$ cat src/rtl/vend_dispense_ctrl.sv
// Dispense sequencer: runs the product motor, then pays out change coin by coin
// through an eject/sense hopper handshake. Define DISPENSE_RETRY_EN for one re-eject per coin.
module vend_dispense_ctrl #(
  parameter int COIN_VALUE    = 5,
  parameter int AMT_W         = 4,
  parameter int MOTOR_CYCLES  = 8,
  parameter int SENSE_TIMEOUT = 16
) (
  input  logic             clk,
  input  logic             reset,
  input  logic             req,
  input  logic             vend,
  input  logic [AMT_W-1:0] change_amt,
  input  logic             coin_sensed,
  output logic             busy,
  output logic             motor_on,
  output logic             hopper_eject,
  output logic             done,
  output logic             fault,
  output logic [AMT_W-1:0] residue
);

  localparam int CNT_MAX = (MOTOR_CYCLES > SENSE_TIMEOUT) ? MOTOR_CYCLES : SENSE_TIMEOUT;
  localparam int CNT_W   = $clog2(CNT_MAX + 1);
  localparam logic [CNT_W-1:0] MOTOR_LAST   = CNT_W'(MOTOR_CYCLES - 1);
  localparam logic [CNT_W-1:0] TIMEOUT_LAST = CNT_W'(SENSE_TIMEOUT - 1);
  localparam logic [AMT_W-1:0] COIN_AMT     = AMT_W'(COIN_VALUE);

  typedef enum logic [2:0] {
    S_IDLE, S_MOTOR, S_CHANGE, S_EJECT, S_WAIT, S_DONE, S_FAULT
  } state_e;

  state_e           state_q, state_d;
  logic [AMT_W-1:0] rem_q, rem_d;
  logic [AMT_W-1:0] residue_q, residue_d;
  logic [CNT_W-1:0] cnt_q, cnt_d;
`ifdef DISPENSE_RETRY_EN
  logic             retry_q, retry_d;
`endif

  always_ff @(posedge clk) begin
    if (reset) begin
      state_q   <= S_IDLE;
      rem_q     <= '0;
      residue_q <= '0;
      cnt_q     <= '0;
`ifdef DISPENSE_RETRY_EN
      retry_q   <= 1'b0;
`endif
    end else begin
      state_q   <= state_d;
      rem_q     <= rem_d;
      residue_q <= residue_d;
      cnt_q     <= cnt_d;
`ifdef DISPENSE_RETRY_EN
      retry_q   <= retry_d;
`endif
    end
  end

  always_comb begin
    state_d      = state_q;
    rem_d        = rem_q;
    residue_d    = residue_q;
    cnt_d        = cnt_q;
`ifdef DISPENSE_RETRY_EN
    retry_d      = retry_q;
`endif
    busy         = (state_q != S_IDLE);
    motor_on     = (state_q == S_MOTOR);
    hopper_eject = (state_q == S_EJECT);
    done         = (state_q == S_DONE);
    fault        = (state_q == S_FAULT);

    unique case (state_q)
      S_IDLE: begin
        if (req) begin
          rem_d   = change_amt;
          cnt_d   = '0;
`ifdef DISPENSE_RETRY_EN
          retry_d = 1'b0;
`endif
          state_d = vend ? S_MOTOR : S_CHANGE;
        end
      end
      S_MOTOR: begin
        if (cnt_q == MOTOR_LAST) begin
          cnt_d   = '0;
          state_d = S_CHANGE;
        end else begin
          cnt_d = cnt_q + 1'b1;
        end
      end
      S_CHANGE: begin
        // Whatever cannot be paid in whole coins is left as the residue.
        if (rem_q >= COIN_AMT) begin
          state_d = S_EJECT;
        end else begin
          residue_d = rem_q;
          state_d   = S_DONE;
        end
      end
      S_EJECT: begin
        cnt_d   = '0;
        state_d = S_WAIT;
      end
      S_WAIT: begin
        // A sense on the final allowed cycle still counts as a paid coin.
        if (coin_sensed) begin
          rem_d   = rem_q - COIN_AMT;
`ifdef DISPENSE_RETRY_EN
          retry_d = 1'b0;
`endif
          state_d = S_CHANGE;
        end else if (cnt_q == TIMEOUT_LAST) begin
`ifdef DISPENSE_RETRY_EN
          if (!retry_q) begin
            retry_d = 1'b1;
            state_d = S_EJECT;
          end else begin
            state_d = S_FAULT;
          end
`else
          state_d = S_FAULT;
`endif
        end else begin
          cnt_d = cnt_q + 1'b1;
        end
      end
      S_DONE:  state_d = S_IDLE;
      S_FAULT: state_d = S_FAULT;
      default: state_d = S_IDLE;
    endcase
  end

  assign residue = residue_q;

endmodule

$ cat config.mk
export PLATFORM = sky130hd
export DESIGN_NAME = vend_dispense_ctrl
export DESIGN_NICKNAME = d
export VERILOG_FILES = /design/src/rtl/vend_dispense_ctrl.sv
export SDC_FILE = /design/constraint.sdc
export NUM_CORES = 1
export LEC_CHECK = 0
export ABC_AREA = 1
export CORE_AREA = 10 10 57 59
export CTS_CLUSTER_DIAMETER = 200
export DETAILED_ROUTE_END_ITERATION = 10
export DIE_AREA = 0 0 67 69
export GPL_ROUTABILITY_DRIVEN = 1
export GPL_TIMING_DRIVEN = 0
export PLACE_DENSITY = 0.76
export SLEW_MARGIN = 25
export SYNTH_ARGS = -nofsm -noshare
export SYNTH_HDL_FRONTEND = slang
export SYNTH_SLANG_ARGS = --single-unit
export TNS_END_PERCENT = 1
$ cat constraint.sdc
create_clock -name clk -period 2 [get_ports clk]
set_input_delay 0.3 -clock clk [delete_from_list [all_inputs] [get_ports clk]]
set_output_delay 0.3 -clock clk [all_outputs]
set_load 0.1 [all_outputs]
## After elaboration in Yosys (flattened, before gate mapping)

Cells that the tools add are included.

- Word-level logic and storage cells: 45
- Register bits: 16

- Bitwise operators: 1
- Eq/ne operators: 14
- Muxes and demuxes: 15
- Magnitude comparators: 1
- Add/subtract/negate cells: 2
- Reduce and logical (&&, ||, !) cells: 8

Operator list:

| kind | count |
|---|---|
| 5-bit 2-to-1 mux | 4 |
| 5-bit case mux with 4 select lines | 1 |
| 3-bit case mux with 6 select lines | 1 |
| 3-bit 2-to-1 mux | 5 |
| 3-bit == test, second input constant | 3 |
| 4-bit 2-to-1 mux | 2 |
| 2-bit inequality test, second input constant | 4 |
| 4-bit case mux with 2 select lines | 1 |
| 3-bit by 2-bit == test with 1-bit output, second input constant | 2 |
| 3-bit AND reduction | 2 |
| 5-bit by 1-bit adder with 5-bit output, second input constant | 1 |
| 5-bit by 3-bit == test with 1-bit output, second input constant | 1 |
| 5-bit by 4-bit == test with 1-bit output, second input constant | 1 |
| 4-bit by 3-bit greater-or-equal comparator with 1-bit output, second input constant | 1 |
| 4-bit AND reduction | 1 |
| 4-bit nonzero test | 1 |
| 4-bit by 3-bit subtractor with 4-bit output, second input constant | 1 |
| 3-bit by 1-bit == test with 1-bit output, second input constant | 1 |
| 3-bit zero test | 1 |
| 3-bit inequality test, second input constant | 1 |
| 3-bit nonzero test | 1 |
| 2-bit 2-to-1 mux | 1 |
| 2-bit by 1-bit inequality test with 1-bit output, second input constant | 1 |
| 2-bit AND reduction | 1 |
| other kinds (2) | 2 |

## Longest topological paths before layout

Gate-level depths: netlist of the first run.

- Depth after elaboration: 4
- Depth in mapped cells: 11
- Mapped depth without buffers: 11

## Least setup slack after synthesis of the first run

No wires, ideal clock.

- Path type: reg-to-output
- Start point: register state_q[0]
- End point: output done
- Path buffers: 0
- Path slack: -0.087 ns
- Required time: 1.700 ns
- Stages on the path, launching flop included: 3
- Data arrival time: 1.787 ns
- Path through: dfxtp_1 -> nand2_1 -> nor2_1

- Cells in the longest elaborated chain, start to end: 1

RTL lines:

| item | line | source |
|---|---|---|
| from (decl) | 33 | `state_e state_q, state_d;` |
| from (signal assigned) | 51 | `state_q <= state_d;` |
| 3-bit == test | 72 | `done = (state_q == S_DONE);` |
| to (decl) | 18 | `output logic done,` |

No other way between the ends.

## Worst setup path after layout of the first run

- Start point: register state_q[2]
- End point: output hopper_eject

- Cells in the longest elaborated chain, start to end: 1

RTL lines:

| item | line | source |
|---|---|---|
| 3-bit by 2-bit == test with 1-bit output | 71 | `hopper_eject = (state_q == S_EJECT);` |
| to (decl) | 17 | `output logic hopper_eject,` |

No other way between the ends.

==> out/metrics.yaml, run 1 <==
design_area_um2: 1306
finClkSkew_ns: 0.005588
ant_nets: 0
finalSetupViolCount: 0
path_buf_inv: 4
crit_chain: "buf_4 -> inv_2 -> nand3_1 -> inv_1 -> clkdlybuf4s15_2"
finalCoreUtilization_pct: 60.80
clk_path_buf_depth: 2
pre_cts_ws_ns: -0.2665
critPathMaxFanout: 8
p_leak_nw: 0.6505
drc_errors: 0
synth-seq-area-share_pct: 29.63
syn_nets: 173
cts_hold_buf: 0
dieArea_um2: 4623
root_buffer: "clkbuf_4"
synth-edff-count: 0
wl_per_cell_um: 10.85
crit_type: "register to output pin"
cts_tree: "built"
cp_data_required_time_ns: 1.70
area_delta_synth_final_pct: 20.83
placementRows: 17
worst_ir_drop_vdd_v: 0.001462
cts_setup_buffers: 0
synth_seq_cells: 16
fin_crit_ns: 1.913
cts_htree_levels: 1
cp-start-kind: "register"
synth_area_um2: 1081
grt_overflow: 0
clk_pin_slew_ns: 0.10
cts_buffers: 3
max_slew.worst_pin.slew_ns: 0.9582
yosysMostFrequentCell: "nand2_1"
cap_violations: 0
cts.sinks: 16
via_per_inst: 4.904
ios: 18
antenna_found_initial: 0
slew_violations: 0
grt_pass1_wl_um: 3898
grt_max_degree: 11
die_w_um: 67
fin_crit_sh_pct: 95.63
clk_latency_ns: 0.29
syn_area_per_cell_um2: 6.756
core_area_um2: 2148
drive_gt1_share_pct: 24.44
status: "finished, final reports clean"
portBuffers: 16
finalPower_mw: 2.328
place_area_um2: 1279
yosysUniqueCellTypes: 23
r2r_slack_ns: 0.38
relSlewSlack_pct: 36.37
crit_slowest_cell: "clkdlybuf4s15_2"
detailed_place_hpwl_um: 1859
crit_family: "buffers and inverters"
seqCellArea_um2: 320.3
drt-initial-drc-count: 26
pwr_density_cell_nw_per_um2: 1782
cts-resized-gates: 20
num_antenna_cells: 0
yosysTopAreaCell: "dfxtp_1"
fin_nets: 194
first_pass_iters: 4
setup_slack_ns: 0.08741
slowest_delay_ns: 0.55
grt_usage_pct: 10.13
num_vias: 1020
async_reset_ff_share_pct: 0
worstPathArrival_ns: 1.61
gp_congestion: 0.7914
multiInputGateArea_um2: 643.1
fmax_ghz: 0.5229
tns_ns: 0
synth_common_cells: "nand2_1 (42), nor2_1 (22), inv_1 (19), dfxtp_1 (16)"
die_h_um: 69
fill_cells: 212
yosys-top-cells-area: "dfxtp_1 (30%), nand2_1 (15%), nor2_1 (7.6%), inv_1 (6.6%), nor2_4 (5.2%)"
holdCritPathClass: "input pin to register"
grt_pass1_vias: 941
crit_path_end_kind: "output pin"
start_util_pct: 50.32
wl_um: 2256
ys_warn_count: 0
rsz0062_at_grt: "false"
yosysTopAreaCellShare_pct: 29.63
hold_viol: 0
syn_inst: 160
synth-main-ff-cell: "dfxtp_1"
## path summary, 6_finish.rpt
kind | startpoint | to | depth (start not counted)
worst min-delay path | reset | rem_q[3] | 2
worst max register to register | cnt_q[0] | state_q[0] | 11
worst max-delay path | state_q[2] | hopper_eject | 5
worst min register to register | residue[3] | residue[3] | 2
## layer usage
layer | GRT usage, % | vias to the layer above | share of wire (%)
met2 | 16.32 | 30 | 47
met5 | 0 | - | 0
met3 | 3.865 | 4 | 9.3
met1 | 11.47 | 448 | 42
met4 | 4.072 | 0 | 1.4
li1 | - | 538 | -
## registers in the layout, summed over array words and instances (netlist names)
signal / count
state_q: 3
rem_q: 4
residue: 4
cnt_q: 5
## per-stage QoR
step,std cells,hold slack (ns)
finish,208,0.2248
global route,208,0.2220
CTS,208,0.2217
detailed placement,204,0.4343
global placement,204,0.4325
floorplan,160,0.4617
## kinds of logic after synthesis
logic type	count (synthesis)	synth area share, %
buf+inv	27	11.11
flops	16	29.63
xor+xnor	1	0.8103
simple gates	92	42.59
fa+ha+maj	4	4.630
compound gates	20	11.23
## where the power goes
group	leakage, nW	switching [mW]	internal [mW]
logic	0.499	1.14	0.433
registers	0.131	0.115	0.428
clock network	0.0210	0.104	0.111
## cell type report
| cell class | count | share of cell area, % |
|---|---|---|
| multi-input combinational | 117 | 49.23 |
| inverter | 24 | 6.897 |
| tap | 28 | 2.682 |
| sequential | 16 | 24.52 |
| buffer | 3 | 2.299 |
| timing repair buffer | 16 | 11.59 |
| clock buffer | 4 | 2.778 |
## worst register-to-register path, cell delays in order, from the launching register on
cell and delay [ns]:
dfxtp_1 0.42, ha_1 0.22, nand2_1 0.09, nor2_1 0.10
ha_1 0.21, nor2_4 0.06, nand2_1 0.10, nand2_2 0.09
nor2_2 0.11, nand2_1 0.06, nand2_1 0.05, inv_1 0.03
## layout by cell type, fill, tap and decap left out, types with 6 or more instances in the layout
master	count
nor2_1	21
inv_1	19
nand2_1	42
clkdlybuf4s50_1	7
nand3_1	6
o21ai_1	6
nor2_2	7
dfxtp_1	16
Power figures use the tool's default switching activity.
==> run 2, diff against run 1 <==
- CORE_AREA: 10 10 57 59 -> 8 8 55 57
- CTS_CLUSTER_SIZE: not set -> 28
- DIE_AREA: 0 0 67 69 -> 0 0 63 65
- HOLD_SLACK_MARGIN: not set -> 0.05
==> run 2 against run 1 <==
Against the previous run: register-to-register slack better by 0.02 ns; clock power hardly changed; largest power group unchanged; critical endpoint unchanged; combinational power is essentially flat; highest routed layer unchanged.
==> out/metrics.yaml, run 2 (synthesized netlist as in run 1, its figures left out) <==
status: "finished, final reports clean"
p_leak_nw: 0.6511
clk_path_buf_depth: 2
p_comb_share_pct: 67.5
first_pass_iters: 4
grt_max_degree: 11
cts_setup_buffers: 0
critPathMaxFanout: 8
swShare_pct: 58.30
grt_overflow: 0
tns_ns: 0
busiest_layer: "met2"
crit_family: "buffers and inverters"
cap_violations: 0
cts_htree_levels: 1
dp_cells: 204
max_slew.worst_pin.slew_ns: 0.9535
pre_cts_ws_ns: -0.2697
num_antenna_cells: 0
cts_hold_buf: 0
start_util_pct: 50.32
mostFrequentLayoutCell: "nand2_1"
placementRows: 17
clkPwrFrac_pct: 9.2
grt_util_met1_pct: 13.61
fin_nets: 194
crit_type: "register to output pin"
rsz0062_at_grt: "false"
cts_tree: "built"
largest_reg_flops: 5
crit_slowest_cell: "clkdlybuf4s18_2"
drt-initial-drc-count: 32
hold_path_depth: 2
cts_buffers: 3
core_area_um2: 2148
dieArea_um2: 4095
finClkSkew_ns: 0.007180
wl_per_cell_um: 10.96
switchingPower_mw: 1.360
crit_path_end_kind: "output pin"
die_h_um: 65
cp-start-kind: "register"
cts.sinks: 16
clk_pin_slew_ns: 0.10
die_w_um: 63
hold_ws_ns: 0.2249
clk_latency_ns: 0.29
r2r_cells: 11
met2_usage_pct: 21.51
grt_usage_pct: 12.14
finalPower_mw: 2.332
root_buffer: "clkbuf_4"
ios: 18
area_delta_synth_final_pct: 20.72
gp_congestion: 0.8043
largest-register: "cnt_q"
pwr_density_cell_nw_per_um2: 1787
slowest_delay_ns: 0.53
holdCritPathClass: "input pin to register"
drc_errors: 0
power_frac_seq_pct: 23.3
worstReg2RegEnd: "state_q[0]"
fin_crit_sh_pct: 95.84
hp-start: "reset"
grt_pass1_vias: 991
worstPathArrival_ns: 1.62
path_buf_inv: 4
slew_violations: 0
relSlewSlack_pct: 36.68
ant_nets: 0
met3_usage_pct: 2.405
finalSetupViolCount: 0
holdPathEnd: "rem_q[3]"
r2r_slack_ns: 0.40
worst_ir_drop_vdd_v: 0.001571
internal_power_uw: 972.3
fin_cells: 208
cp_data_required_time_ns: 1.70
detailed_place_hpwl_um: 1791
fin_crit_ns: 1.917
via_per_inst: 4.928
antenna_found_initial: 0
r2r-start: "cnt_q[0]"
num_vias: 1025
portBuffers: 16
grt_pass1_wl_um: 4146
wl_um: 2280
layout_common_cells: "nand2_1 (42), nor2_1 (21), inv_1 (19)"
hold_viol: 0
drive_gt1_share_pct: 24.44
crit_chain: "buf_4 -> inv_2 -> nand3_1 -> inv_1 -> clkdlybuf4s18_2"
setup_slack_ns: 0.08329
fmax_ghz: 0.5217
-- run 2: how the worst max path moves through the flow --
stage / startpoint / end / slack, ns / depth (start not counted)
after floorplan: state_q[1] / state_q[1] / 0.30 / 7
after detailed placement: state_q[1] / fault / -0.27 / 5
after global placement: state_q[1] / fault / -0.26 / 5
after CTS: state_q[0] / motor_on / 0.06 / 3
final: state_q[2] / hopper_eject / 0.08 / 5
after global routing: state_q[2] / hopper_eject / 0.009 / 5
-- run 2: layer usage --
| layer | share of wire, % | wire (um) |
|---|---|---|
| met1 | 48 | 1093 |
| met2 | 46 | 1040 |
| met3 | 4.3 | 97 |
| met4 | 2.1 | 48 |
| met5 | 0 | 0 |
-- run 2: timing repair --
item,in CTS,in global routing
pin swaps,0,0
resized for setup,21,4
endpoints found under the setup margin,9,3
-- run 2: cell type report --
type                    count  area [um^2]
repair buffers             16        150.1
well taps                  28        35.03
plain buffers               3        30.03
fillers                   221        843.3
clock buffers               4        36.28
inverters                  24        90.09
multi-input cells         117        643.1
flip-flops and latches     16        320.3
-- run 2: through the flow --
step                      utilization, %  instance area [um^2]
after global routing               60.75                  1305
after detailed placement           59.52                  1279
after global placement             59.52                  1279
after CTS                          60.98                  1310
final                              60.75                  1305
after floorplan                        -                  1084
-- run 2: power groups by stage --
| stage | clock network (mW) | registers, mW | logic (mW) |
|---|---|---|---|
| global placement | 0 | 0.545 | 1.58 |
| detailed placement | 0 | 0.548 | 1.61 |
| floorplan | 0 | 0.693 | 1.16 |
| CTS | 0.225 | 0.539 | 1.59 |
| finish | 0.215 | 0.543 | 1.57 |
| global route | 0.234 | 0.565 | 1.74 |
